**config.mk**
```make
export PLATFORM = sky130hd
export DESIGN_NAME = cc_receive
export DESIGN_NICKNAME = d
export VERILOG_FILES = /design/src/rtl/cc_pkg.sv /design/src/rtl/cc_rx_sync.sv /design/src/rtl/cc_receive.sv
export SDC_FILE = /design/constraint.sdc
export NUM_CORES = 1
export LEC_CHECK = 0
export CAP_MARGIN = 20
export CORE_ASPECT_RATIO = 0.5
export CORE_UTILIZATION = 45
export CTS_CLUSTER_SIZE = 10
export DETAILED_ROUTE_END_ITERATION = 6
export PLACE_DENSITY = 0.68
export SYNTH_ARGS = -nofsm -noshare
export SYNTH_HDL_FRONTEND = slang
export SYNTH_HIERARCHICAL = 1
export SYNTH_SLANG_ARGS = --single-unit
export TNS_END_PERCENT = 5
```
**constraint.sdc**
```tcl
create_clock -name clock -period 2.9 [get_ports clock]
set_input_delay 0.435 -clock clock [delete_from_list [all_inputs] [get_ports clock]]
set_output_delay 0.435 -clock clock [all_outputs]
set_load 0.01 [all_outputs]
```
**src/rtl/cc_pkg.sv**
```systemverilog
// Shared constants for the CC link: subframe size, serial bit timing and the
// receiver state encoding. The transmitter uses the same SUBFRAME/BIT_CLKS
// values so both ends agree on framing and bit period.
package cc_pkg;

   localparam int SUBFRAME  = 2048;
   localparam int BIT_CLKS  = 51;
   localparam int HALF_CLKS = 25;

   typedef enum logic [2:0] {
      RX_IDLE    = 3'd0,
      RX_START   = 3'd1,
      RX_DATA    = 3'd2,
      RX_STOP    = 3'd3,
      RX_WRITE   = 3'd4,
      RX_RECOVER = 3'd5
   } rx_state_t;

endpackage

```
**src/rtl/cc_rx_sync.sv**
```systemverilog
// Two-flop synchroniser for an asynchronous, idle-high input.
// Latency: two clock cycles from d to q.
// No backpressure; both flops reset to 1 so an idle line never looks like a start edge.
module cc_rx_sync (
   input  logic clock,
   input  logic reset,
   input  logic d,
   output logic q
);

   logic meta;

   // Double-register the asynchronous input to settle metastability.
   always_ff @(posedge clock or negedge reset) begin
      if (!reset) begin
         meta <= 1'b1;
         q    <= 1'b1;
      end else begin
         meta <= d;
         q    <= meta;
      end
   end

endmodule

```
**src/rtl/cc_receive.sv**
```systemverilog
// CC link serial receiver: 8N1 characters into consecutive subframe RAM addresses.
// Latency: wren one cycle after the stop-bit sample; DONE one cycle after the last write.
// No backpressure: the RAM accepts every write strobe; bad stop bits drop the byte.
module cc_receive #(
   parameter int SUBFRAME  = cc_pkg::SUBFRAME,
   parameter int BIT_CLKS  = cc_pkg::BIT_CLKS,
   parameter int HALF_CLKS = cc_pkg::HALF_CLKS
) (
   input  logic        clock,
   input  logic        reset,
   input  logic        rx,
   output logic [11:0] wraddress,
   output logic [7:0]  wrdata,
   output logic        wren,
   output logic        DONE,
   output logic        frame_err,
   output logic        busy
);

   import cc_pkg::*;

   localparam logic [7:0]  HALF_TC = 8'(HALF_CLKS - 1);
   localparam logic [7:0]  BIT_TC  = 8'(BIT_CLKS - 1);
   localparam logic [12:0] LAST    = 13'(SUBFRAME - 1);

   rx_state_t   state;
   logic        rx_s;
   logic [7:0]  cnt;
   logic [3:0]  bit_cnt;
   logic [7:0]  shreg;
   logic [12:0] byte_cnt;

   cc_rx_sync u_sync (
      .clock (clock),
      .reset (reset),
      .d     (rx),
      .q     (rx_s)
   );

   // Receive FSM: mid-bit sampling, byte assembly, RAM write and subframe wrap.
   always_ff @(posedge clock or negedge reset) begin
      if (!reset) begin
         state     <= RX_IDLE;
         cnt       <= 8'd0;
         bit_cnt   <= 4'd0;
         shreg     <= 8'd0;
         byte_cnt  <= 13'd0;
         wraddress <= 12'd0;
         wrdata    <= 8'd0;
         wren      <= 1'b0;
         DONE      <= 1'b0;
         frame_err <= 1'b0;
         busy      <= 1'b0;
      end else begin
         // Strobes are single-cycle unless a state re-asserts them.
         wren      <= 1'b0;
         DONE      <= 1'b0;
         frame_err <= 1'b0;
         case (state)
            RX_IDLE: begin
               if (!rx_s) begin
                  cnt   <= 8'd0;
                  state <= RX_START;
                  busy  <= 1'b1;
               end
            end
            RX_START: begin
               if (cnt == HALF_TC) begin
                  if (!rx_s) begin
                     cnt     <= 8'd0;
                     bit_cnt <= 4'd0;
                     state   <= RX_DATA;
                  end else begin
                     // Line went back high before mid start bit: a glitch.
                     state <= RX_IDLE;
                     busy  <= 1'b0;
                  end
               end else begin
                  cnt <= cnt + 8'd1;
               end
            end
            RX_DATA: begin
               if (cnt == BIT_TC) begin
                  cnt     <= 8'd0;
                  shreg   <= {rx_s, shreg[7:1]};
                  bit_cnt <= bit_cnt + 4'd1;
                  if (bit_cnt == 4'd7) begin
                     state <= RX_STOP;
                  end
               end else begin
                  cnt <= cnt + 8'd1;
               end
            end
            RX_STOP: begin
               if (cnt == BIT_TC) begin
                  cnt <= 8'd0;
                  if (rx_s) begin
                     wren      <= 1'b1;
                     wrdata    <= shreg;
                     wraddress <= byte_cnt[11:0];
                     state     <= RX_WRITE;
                  end else begin
                     frame_err <= 1'b1;
                     state     <= RX_RECOVER;
                  end
               end else begin
                  cnt <= cnt + 8'd1;
               end
            end
            RX_WRITE: begin
               if (byte_cnt == LAST) begin
                  byte_cnt  <= 13'd0;
                  wraddress <= 12'd0;
                  DONE      <= 1'b1;
               end else begin
                  byte_cnt <= byte_cnt + 13'd1;
               end
               state <= RX_IDLE;
               busy  <= 1'b0;
            end
            RX_RECOVER: begin
               // Hold off until the line returns idle so a stuck-low line is not re-framed.
               if (rx_s) begin
                  state <= RX_IDLE;
                  busy  <= 1'b0;
               end
            end
            default: begin
               state <= RX_IDLE;
               busy  <= 1'b0;
            end
         endcase
      end
   end

endmodule

```
# [Word-level counts from Yosys, hierarchy flattened]
# Index checks and enable logic that the tools add are counted.
[classes] n_addsub=3 n_eq_ne=18 n_mux=34 bitwise_logic=1 n_reduce_logical=11
[op_table] operator="12-bit two-way mux" n=3
[op_table] operator="8-bit two-way mux" n=3
[op_table] operator="12-bit case mux with 2 select lines" n=1
[op_table] operator="8-bit case mux with 3 select lines" n=1
[op_table] operator="3-bit two-way mux" n=6
[op_table] operator="3-bit case mux with 5 select lines" n=1
[op_table] operator="2-bit != test, second input constant" n=7
[op_table] operator="13-bit by 1-bit adder with 13-bit output, second input constant" n=1
[op_table] operator="13-bit by 11-bit equality test with 1-bit output, second input constant" n=1
[op_table] operator="13-bit two-way mux" n=1
[op_table] operator="1-bit two-way mux" n=12
[op_table] operator="4-bit two-way mux" n=3
[op_table] operator="8-bit by 1-bit adder with 8-bit output, second input constant" n=1
[op_table] operator="8-bit by 5-bit equality test with 1-bit output, second input constant" n=1
[op_table] operator="8-bit by 6-bit equality test with 1-bit output, second input constant" n=1
[op_table] operator="4-bit case mux with 2 select lines" n=1
[op_table] operator="4-bit AND reduction" n=2
[op_table] operator="3-bit by 2-bit equality test with 1-bit output, second input constant" n=2
[op_table] operator="3-bit equality test, second input constant" n=2
[op_table] operator="3-bit AND reduction" n=2
[op_table] operator="6-bit AND reduction" n=1
[op_table] operator="4-bit by 1-bit adder with 4-bit output, second input constant" n=1
[op_table] operator="4-bit by 3-bit equality test with 1-bit output, second input constant" n=1
[op_table] operator="2-bit by 1-bit != test with 1-bit output, second input constant" n=2
[op_table] operator="other kinds (9)" n=10
[word_totals] regBits=62 in_bits=3 output_inout_bits=24 wordCells=80

# [Depth between registers and ports, before layout]
# Gate-level depths: netlist of the first run.
[logic_depth] depth_word=4 depth_mapped=8 mapped_depth_nobuf=6

# [Modules after synthesis]
# The synthesis of the first run kept the hierarchy.
[modules_own_cells] module="cc_receive" instances=1 cells_each=275 area_each_um2=2900.3 seq_area_each_um2=1501.4
[modules_own_cells] module="cc_rx_sync" instances=1 cells_each=2 area_each_um2=52.6 seq_area_each_um2=52.6

# [Worst setup path before layout of the first run]
# Ideal clock, no wire load.
[synth_timing] kind="register to register" startpoint="register cnt[0]" endpoint="register shreg[0]" setup_ps=125 t_arrival_ps=1920 required_time_ps=2775 setup_slack_ps=855 path_stages_with_launch=8 n_path_buf=1 synth_period_minus_slack_ps=2045 path_cell_list="dfrtp_1 -> inv_1 -> ha_1 -> and4b_1 -> clkbuf_1 -> a31oi_1 -> nor3_2 -> mux2_2"
[synth_between] elab_chain_cells=2
[synth_lines] element="from (decl)" line="cc_receive.sv:28" source="logic [7:0] cnt;"
[synth_lines] element="from (signal assigned)" line="cc_receive.sv:79" source="cnt <= cnt + 8'd1;"
[synth_lines] element="from (signal assigned)" line="cc_receive.sv:91" source="cnt <= cnt + 8'd1;"
[synth_lines] element="from (signal assigned)" line="cc_receive.sv:107" source="cnt <= cnt + 8'd1;"
[synth_lines] element="8-bit by 6-bit equality test with 1-bit output" line="cc_receive.sv:83" source="if (cnt == BIT_TC) begin"
[synth_lines] element="2-bit AND reduction (no line)"
[synth_lines] element="to (signal assigned)" line="cc_receive.sv:85" source="shreg <= {rx_s, shreg[7:1]};"
[synth_lines] element="to (decl)" line="cc_receive.sv:30" source="logic [7:0] shreg;"
# Every way passes these cells.
# A chain may end at the register's enable or synchronous reset.

# [Worst setup path after layout of the first run]
[layout_timing] startpoint="register state[1]" endpoint="register byte_cnt[7]"
[layout_between] elab_chain_cells=1
[layout_lines] element="from (decl)" line="cc_receive.sv:26" source="rx_state_t state;"
[layout_lines] element="from (signal assigned)" line="cc_receive.sv:43" source="state <= RX_IDLE;"
[layout_lines] element="from (signal assigned)" line="cc_receive.sv:63" source="state <= RX_START;"
[layout_lines] element="from (signal assigned)" line="cc_receive.sv:72" source="state <= RX_DATA;"
[layout_lines] element="3-bit equality test" line="cc_receive.sv:59" source="case (state)"
[layout_lines] element="to (signal assigned)" line="cc_receive.sv:116" source="byte_cnt <= byte_cnt + 13'd1;"
[layout_lines] element="to (decl)" line="cc_receive.sv:31" source="logic [12:0] byte_cnt;"
# Every way passes these cells.

==> metrics.txt, run 1 <==
status finished clean; post-cts repair resize count 0; num ports 27; top post-synthesis cells by count 60 x dfrtp_1, 35 x nand2_1, 23 x nor2_1, 18 x mux2_2, 13 x nand3_1; number of filler cells placed in the layout 543; final hold violation count 0; # port buffers 26; Synth area leader dfrtp_1; cell with the most instances after synthesis dfrtp_1; Cell Rows 20; n_diodes 0; # Post-CTS Setup Buffers 0; Pwr Density 660.3 nW/µm²; Synth Instances 277; largest net degree at the start of global routing 35; worst-margin pin slew 727.3 ps; Worst-Skew Late Latency roughly 320 ps; area fraction of the dominant cell type after synthesis around half; share of layout cells above drive strength 1 19.11%; Final min period roughly 2300 ps; crit start category flip-flop; Hold Path Class in2async; DRC 0; antenna-violating nets left 0; reg2reg start state[1]; Avg Cell Area, Syn between 10 and 15 µm²; Post-synth ARST share 100.0%; number of enable flip-flop cells after synthesis 0; final setup vio count 0; Die Area 6910 µm²; H-tree depth 3; dominant cells by area after synthesis dfrtp_1 51%, mux2_2 6.9%, nand2_1 4.4%, a31o_2 3.6%, nor2_1 2.9%; Crit Path Category reg2reg; Seq cells post-synth a little over 60; Reg2Reg Depth 4; VDD IR max about 330 µV; register area 1554 µm²; setup TNS 0 ps; Detail Placement HPWL 3911 µm; GRT Total Usage roughly a fifth; post-synthesis sequential area ratio roughly 53%; Pre-antenna DRT Iters 5; WP data required 3100 ps; Max transition margin 51.41%; chip width between 100 and 150 µm; Final nets 317; r2r setup slk 620 ps; chip height 59.28 µm; Syn. warnings 6; DR WL/cell 14.24 µm; mapped cell area 2953 µm²; total CTS buffers 9; element type at the critical path end flip-flop; iteration-0 DRC count of the detailed router 236; Max Clock Freq between 400 and 500 MHz; initial antenna violation count 0; Max-cap violations 0; Final Max Tran Viols 0; first-pass GRT wire length 9949 µm; Tcrit/Tclk final 78.52%; CTS tree yes; hold buffer count at cts 0; GPL Wtd Cong 0.8563; syn nets 285; routed via count 2224; r2r endpoint byte_cnt[7]; Worst Skew roughly 6.7 ps; Initial Utilization 47.58%; area grow syn2layout 22.97%; vias in the first global route 2066; grt total ovfl 0; Max FO, Critical Path 15; hold_ws 114.1 ps; Top FF cell, synth dfrtp_1; RSZ-0062 raised after global routing false; clk root buf clkbuf_16; final WL ~5700 µm; Max Root-Sink Buffers 2; Floorplan Core Area 6206 µm²; clk slew on worst S/H paths about 50 ps; Worst EP arrival 2480 ps; clk sinks 62; Cell variety after synth between 50 and 60; multi-input logic area between 1000 and 1500 µm²; Lkg Pwr 0.001626 µW; Vias per Instance 5.532
[metrics by stage]
step / utilization [%] / area [µm²] / std cells / setup slack (ps) / total power, µW
2_1_floorplan: - / 2953 / 277 / 854.9 / 1192
3_3_place_gp: 53.55 / 3323 / 386 / 677.2 / 1284
3_5_place_dp: 53.55 / 3323 / 386 / 600.7 / 1297
4_1_cts: 58.51 / 3631 / 402 / 608.6 / 2417
5_1_grt: 58.51 / 3631 / 402 / 423.5 / 2507
6_report: 58.51 / 3631 / 402 / 622.9 / 2398
[power by group]
part	leakage (µW)	internal [µW]	switching, µW	total (µW)
logic	0.000626	119	181	300
clock network	0.000153	747	360	1110
registers	0.000847	907	83.0	990
total	0.00163	1770	624	2400
[final cells by class]
class | count | area share (%)
repair buffers | 33 | 8.477
well taps | 88 | 3.032
flip-flops and latches | 62 | 42.80
clock inverters | 5 | 2.068
multi-input cells | 195 | 36.39
clock buffers | 11 | 6.409
inverters | 8 | 0.8270
[worst max-delay path, stage by stage, from the launching register on]
cell and delay, ps:
dfrtp_1 530, or3b_1 470, nor3_2 270, nand3_1 440, a311o_1 460
[cells by family after synthesis]
logic type | count (synthesis) | share of synthesized area [%]
xor gates and xnor gates | 8 | 2.373
and+or+nand+nor | 109 | 18.81
buffers and inverters | 20 | 2.627
adders and majority gates | 5 | 2.119
muxes | 18 | 6.864
DFF | 62 | 52.63
AOI/OAI and AO/OA | 55 | 14.58
[layout by cell type (no fill, tap or decap), types with 3 or more instances in the layout]
cell	synthesis	final
dfrtp_1	60	60
nand2_1	35	35
clkdlybuf4s50_1	0	25
nor2_1	23	23
mux2_2	18	18
nand3_1	13	13
a31o_2	12	12
o21ai_0	11	11
clkbuf_16	0	9
inv_1	8	8
buf_4	0	7
nor2b_1	5	5
ha_1	5	5
nor3_1	4	4
and3_1	4	4
nor3b_1	4	4
or3_1	4	4
a21oi_1	4	4
xnor2_1	4	4
xor2_1	4	4
nor3_2	3	3
and4b_1	3	3
clkinv_2	0	3
[flip-flops by register name, summed over array words and instances (netlist names)]
name	cells
wrdata	8
shreg	8
state	3
bit_cnt	4
byte_cnt	13
busy	1
DONE	1
cnt	8
u_sync/meta	1
frame_err	1
wren	1
u_sync/q	1
wraddress	12
[routing by layer]
layer,up-vias,global-route usage (%),share of wire [%]
met5,-,0,0
met4,0,6.510,1.0
met3,7,5.521,4.2
met2,46,30.85,48
met1,1101,25.43,47
li1,1070,-,-
[worst max-delay path by stage]
stage          startpoint           to  slack [ps]  depth (start not counted)
3_3_place_gp     state[1]  byte_cnt[7]         680                          4
5_1_grt          state[1]  byte_cnt[9]         420                          5
4_1_cts          state[1]  byte_cnt[7]         610                          4
2_1_floorplan      cnt[0]     shreg[0]         850                          7
3_5_place_dp     state[1]  byte_cnt[7]         600                          4
6_report         state[1]  byte_cnt[7]         620                          4
Power figures use the tool's default switching activity.
==> run 2, diff against run 1 <==
==> constraint.sdc (replaced) <==
create_clock -name clock -period 2.1 [get_ports clock]
set_input_delay 0.315 -clock clock [delete_from_list [all_inputs] [get_ports clock]]
set_output_delay 0.315 -clock clock [all_outputs]
set_load 0.01 [all_outputs]
==> metrics.txt, run 2 (synthesis results as in run 1) <==
vias in the first global route 2123 (+2.8%); # port buffers 26 (unchanged); Place WS 128.7 ps (-471.9 ps); element type at the critical path end flip-flop; routed via count 2273 (+2.2%); most common cell after layout, fill and taps aside dfrtp_1; num ports 27 (unchanged); setup TNS 0 ps (unchanged); Final nets 325 (+2.5%); CTS tree yes; Floorplan Core Area 6206 µm² (unchanged); final WL 6086 µm (+6.3%); Area after DPL 3408 µm² (+2.6%); initial antenna violation count 0 (unchanged); VDD IR max 409.0 µV (+25%); first-pass GRT wire length 10080 µm (+1.3%); clk sinks 62 (unchanged); slowest stage delay, CP 410 ps (-120 ps); Worst Skew 4.296 ps (-2.372 ps); Max-cap violations 0 (unchanged); H-tree depth 3 (unchanged); Hold Path Class in2async; Lkg Pwr 0.001673 µW (+2.9%); RSZ-0062 raised after global routing false; hold buffer count at cts 0 (unchanged); Pwr Density 879.5 nW/µm² (+33%); worst-margin pin slew 646.8 ps (-80.53 ps); post-route design area 3720 µm² (+2.4%); share of layout cells above drive strength 1 22.36% (+3.3 points); total CTS buffers 9 (unchanged); Max FO, Critical Path 6 (-9); crit start category flip-flop; clk slew on worst S/H paths 50 ps (about the same); DRC 0 (unchanged); chip height 59.28 µm (unchanged); DR WL/cell 14.84 µm (+4.2%); CP Cell Sequence inv_1 -> ha_1 -> and4b_2 -> a2111oi_4 -> o21ai_0 -> o311ai_1; Cell Rows 20 (unchanged); WP data required 2320 ps (-780 ps); n_diodes 0 (unchanged); status finished clean; iteration-0 DRC count of the detailed router 195 (-17%); GRT Total Usage 19.58% (+0.32 points); GPL Wtd Cong 0.8277 (-3.3%); Crit Path Category reg2reg; Detail Placement HPWL 4244 µm (+8.5%); Final min period 1908 ps (-369.2 ps); Final WS setup 192.1 ps (-430.8 ps); Max transition margin 56.88% (+5.5 points); slowest CP cell dfrtp_1; chip width 116.6 µm (unchanged); area grow syn2layout 25.97%; antenna-violating nets left 0 (unchanged); number of filler cells placed in the layout 543 (unchanged); Max Root-Sink Buffers 2 (unchanged); grt total ovfl 0 (unchanged); largest net degree at the start of global routing 36 (+2.9%); Initial Utilization 47.58% (unchanged); Worst-Skew Late Latency 320 ps (about the same); Die Area 6910 µm² (unchanged); largest register by flop count byte_cnt; most frequent cells in the layout 60 x dfrtp_1, 35 x nand2_1, 25 x clkdlybuf4s50_1; number of flip-flops under the largest register name 13 (unchanged); clk root buf clkbuf_16; Max Clock Freq 524.1 MHz (+19%); final hold violation count 0 (unchanged); Tcrit/Tclk final 90.85% (+12 points); # Post-CTS Setup Buffers 0 (unchanged); Final Max Tran Viols 0 (unchanged); Worst EP arrival 2120 ps (-360 ps); Largest regs byte_cnt x13, wraddress x12; final setup vio count 0 (unchanged); Vias per Instance 5.544 (+0.21%); Pre-antenna DRT Iters 5 (unchanged)
[run 2: cell types whose count changed in the layout (fill, tap and decap cells not counted), moves of 2 or more]
cell	change
buf_4	+6
bufinv_16	-2
buf_12	+2
clkbuf_8	+5
clkbuf_1	-2
clkinv_2	-2
[run 2: what timing repair did]
item                                   in CTS  in global routing
setup endpoints to repair                   0                 10
gates resized for setup                     0                  2
endpoints found under the hold margin       0                  0
[run 2: report_power, final]
group	total, µW	internal, µW	switching (µW)
sequential	1330	1250	78.2
combinational	496	205	292
clock	1440	956	487
total	3270	2410	857
[run 2: worst max-delay path: cells and delay by family, from the launching register on]
kind	cells	cell delay (ps)
adder cells (fa/ha/maj)	1	190
AND/OR/NAND/NOR	1	280
buffers and inverters	1	90
AO/OA/AOI/OAI	3	840
flip-flops	1	410
[run 2: layout make-up]
cell class | instances | area [µm²] | area share (%)
Clock buffer | 14 | 294.0 | 7.904
Clock inverter | 2 | 12.51 | 0.3364
Timing Repair Buffer | 41 | 392.9 | 10.56
Inverter | 8 | 30.03 | 0.8073
Multi-Input combinational cell | 195 | 1326 | 35.65
Tap cell | 88 | 110.1 | 2.960
Sequential cell | 62 | 1554 | 41.78
[run 2: worst paths after layout]
path | start | end | slack, ps | cells after the start
hold / removal | reset | cnt[5] | 20 | 1
hold reg to reg | u_sync/meta | u_sync/q | 360 | 0
min in group clock | u_sync/meta | u_sync/q | 360 | 0
setup / recovery | cnt[0] | cnt[6] | 190 | 6
setup reg to reg | cnt[0] | cnt[6] | 190 | 6
max in group asynchronous | reset | wraddress[8] | 1460 | 2
[run 2: through the flow]
stage	hold slack (ps)	util (%)	std cells	power (µW)
floorplan	19.41	-	277	1647
CTS	46.04	59.86	410	3298
global placement	345.9	54.92	394	1826
global route	74.73	59.94	410	3436
detailed placement	349.4	54.92	394	1840
finish	23.83	59.94	410	3271
[run 2: per-layer routing]
metal | vias to the layer above | GRT usage, % | share of wire (%)
li1 | 1085 | - | -
met1 | 1143 | 24.77 | 47
met2 | 38 | 31.87 | 48
met3 | 7 | 7.055 | 3.7
met4 | 0 | 5.967 | 1.1
met5 | - | 0 | 0
==> run 3, diff against run 2 <==
--- a/config.mk
+++ b/config.mk
@@ -7,12 +7,11 @@
 export LEC_CHECK = 0
 export CAP_MARGIN = 20
 export CORE_ASPECT_RATIO = 0.5
-export CORE_UTILIZATION = 45
+export CORE_UTILIZATION = 30
 export CTS_CLUSTER_SIZE = 10
 export DETAILED_ROUTE_END_ITERATION = 6
-export PLACE_DENSITY = 0.68
+export PLACE_DENSITY = 0.5
 export SYNTH_ARGS = -nofsm -noshare
 export SYNTH_HDL_FRONTEND = slang
-export SYNTH_HIERARCHICAL = 1
 export SYNTH_SLANG_ARGS = --single-unit
 export TNS_END_PERCENT = 5
==> metrics.txt, run 3 <==
Max Root-Sink Buffers 2 (unchanged); first-pass GRT wire length 11170 µm (+11%); Worst EP arrival 2180 ps (+60 ps); RSZ-0062 raised after global routing false; Avg Cell Area, Syn 10.74 µm² (+0.73%); post-synthesis sequential area ratio 53.01% (+0.38 points); chip width 141.8 µm (+22%); # port buffers 26 (unchanged); final setup vio count 0 (unchanged); number of flip-flops under the largest register name 13 (unchanged); Largest regs byte_cnt x13, wraddress x12; vias in the first global route 2141 (+0.85%); Final min period 1960 ps (+52.16 ps); crit start category flip-flop; Max FO, Critical Path 10 (+4); Place WS 25.82 ps (-102.9 ps); top post-synthesis cells by count 60 x dfrtp_1, 32 x nand2_1, 19 x o21ai_0, 17 x mux2_2, 13 x nor2_1; fin cells 452 (+10%); most common cell after layout, fill and taps aside dfrtp_1; Hold Path Class reg2reg; dominant cells by area after synthesis dfrtp_1 51%, mux2_2 6.5%, nand2_1 4.1%, a32oi_1 3.6%, o21ai_0 3.2%; Worst-Skew Late Latency 330 ps (about the same); WP data required 2320 ps (about the same); Top FF cell, synth dfrtp_1; hold_ws 361.3 ps (+337.4 ps); VDD IR max 429.1 µV (+4.9%); most frequent cells in the layout 60 x dfrtp_1, 32 x nand2_1, 25 x clkdlybuf4s50_1; CTS tree yes; Initial Utilization 30.93% (-17 points); iteration-0 DRC count of the detailed router 191 (-2.1%); final hold violation count 0 (unchanged); Pwr Density 884.8 nW/µm² (+0.60%); Die Area 10200 µm² (+48%); GPL Wtd Cong 0.8116 (-1.9%); placed insts 435 (+10%); Max transition margin 62.78% (+5.9 points); Max Clock Freq 510.2 MHz (-2.7%); grt total ovfl 0 (unchanged); DR WL/cell 14.78 µm (-0.41%); Synth area leader dfrtp_1; area grow syn2layout 25.78%; Crit Path Category reg2reg; num ports 27 (unchanged); Post-synth ARST share 100.0% (unchanged); area fraction of the dominant cell type after synthesis 51.22% (+0.37 points); Final nets 320 (-1.5%); r2r setup slk 140 ps (-50 ps); status finished clean; initial antenna violation count 0 (unchanged); routed via count 2259 (-0.62%); H-tree depth 3 (unchanged); setup TNS 0 ps (unchanged); clk sinks 62 (unchanged); n_diodes 0 (unchanged); clk root buf clkbuf_16; Cell Rows 25 (+25%); Tcrit/Tclk final 93.34% (+2.5 points); Worst Skew 3.384 ps (-0.9114 ps); element type at the critical path end flip-flop; cell with the most instances after synthesis dfrtp_1; Vias per Instance 4.998 (-9.9%); DRC 0 (unchanged); Floorplan Core Area 9478 µm² (+53%); Detail Placement HPWL 4716 µm (+11%); Synth Instances 273 (-1.4%); chip height 71.90 µm (+21%); Max-cap violations 0 (unchanged); worst-margin pin slew 558.3 ps (-88.48 ps); Syn. warnings 0 (-6); Lkg Pwr 0.001630 µW (-2.6%); clk slew on worst S/H paths 50 ps (about the same); final WL 6682 µm (+9.8%); total CTS buffers 9 (unchanged); largest register by flop count byte_cnt; number of enable flip-flop cells after synthesis 0 (unchanged); Final Max Tran Viols 0 (unchanged); syn nets 281 (-1.4%); largest net degree at the start of global routing 24 (-33%); mapped cell area 2932 µm² (-0.72%); Seq cells post-synth 62 (unchanged); Cell variety after synth 49 (-3.9%); total power 3262 µW (-0.28%); share of layout cells above drive strength 1 17.67% (-4.7 points); Pre-antenna DRT Iters 4 (-1); Final WS setup 140.0 ps (-52.16 ps); antenna-violating nets left 0 (unchanged); GRT Total Usage 14.48% (-5.1 points)
## run 3: changes by cell type in the layout (fill, tap and decap cells not counted), sizes merged, moves of 4 or more
cell,before,now
nor2,23,13
nor2b,5,0
o221ai,1,5
inv,8,12
clkbuf,14,10
a32oi,2,12
o21ai,11,19
a31o,12,0
## run 3: worst paths after layout
kind	start	end	cells after the start
worst max-delay path	cnt[0]	wrdata[0]	5
worst min-delay path	u_sync.meta	u_sync.q	0
worst max register to register	cnt[0]	wrdata[0]	5
worst min register to register	u_sync.meta	u_sync.q	0
max in group asynchronous	reset	u_sync.meta	3
min in group asynchronous	reset	DONE	2
## run 3: per-stage QoR
| step | utilization, % | area (µm²) |
|---|---|---|
| floorplan | - | 2932 |
| global placement | 35.96 | 3408 |
| detailed placement | 35.96 | 3408 |
| CTS | 38.89 | 3686 |
| global route | 38.90 | 3687 |
| finish | 38.90 | 3687 |
## run 3: logic make-up after synthesis
group / after synthesis / share of synthesized area (%)
AND/OR/NAND/NOR: 94 / 16.86
buffers and inverters: 26 / 4.012
flip-flops: 62 / 53.01
multiplexers: 18 / 6.871
XOR/XNOR: 9 / 2.689
adder cells (fa/ha/maj): 5 / 2.134
AO/OA/AOI/OAI: 59 / 14.43
## run 3: routing by layer
metal	track usage, %	wire, µm	vias to the layer above
met1	19.73	3243	1135
met5	0	0	-
met2	21.57	3064	34
li1	-	-	1080
met3	4.356	258	10
met4	6.093	116	0
## run 3: layout make-up
class	instances	area [µm²]
Clock buffer	10	229.0
Clock inverter	6	38.79
Fill cell	915	5791
Inverter	12	45.04
Multi-Input combinational cell	185	1261
Sequential cell	62	1554
Tap cell	135	168.9
Timing Repair Buffer	42	390.4
## run 3: repair_timing
action / 4_1_cts / 5_1_grt
hold buffers: 1 / 0
setup endpoints to repair: 0 / 20
hold endpoints to repair: 20 / 0
gates resized for setup: 0 / 1
setup buffers: 0 / 0
## run 3: power breakdown
part | internal (µW) | switching (µW) | leakage (µW) | total, µW
clock network | 792 | 528 | 0.000128 | 1320
registers | 1260 | 95.1 | 0.000846 | 1360
logic | 223 | 363 | 0.000656 | 586
total | 2280 | 986 | 0.00163 | 3260
## run 3: worst max-delay path, stage by stage (launching register included)
cell	delay [ps]
dfrtp_1	390
inv_1	110
ha_1	150
and4b_1	340
and4_2	460
mux2_2	380
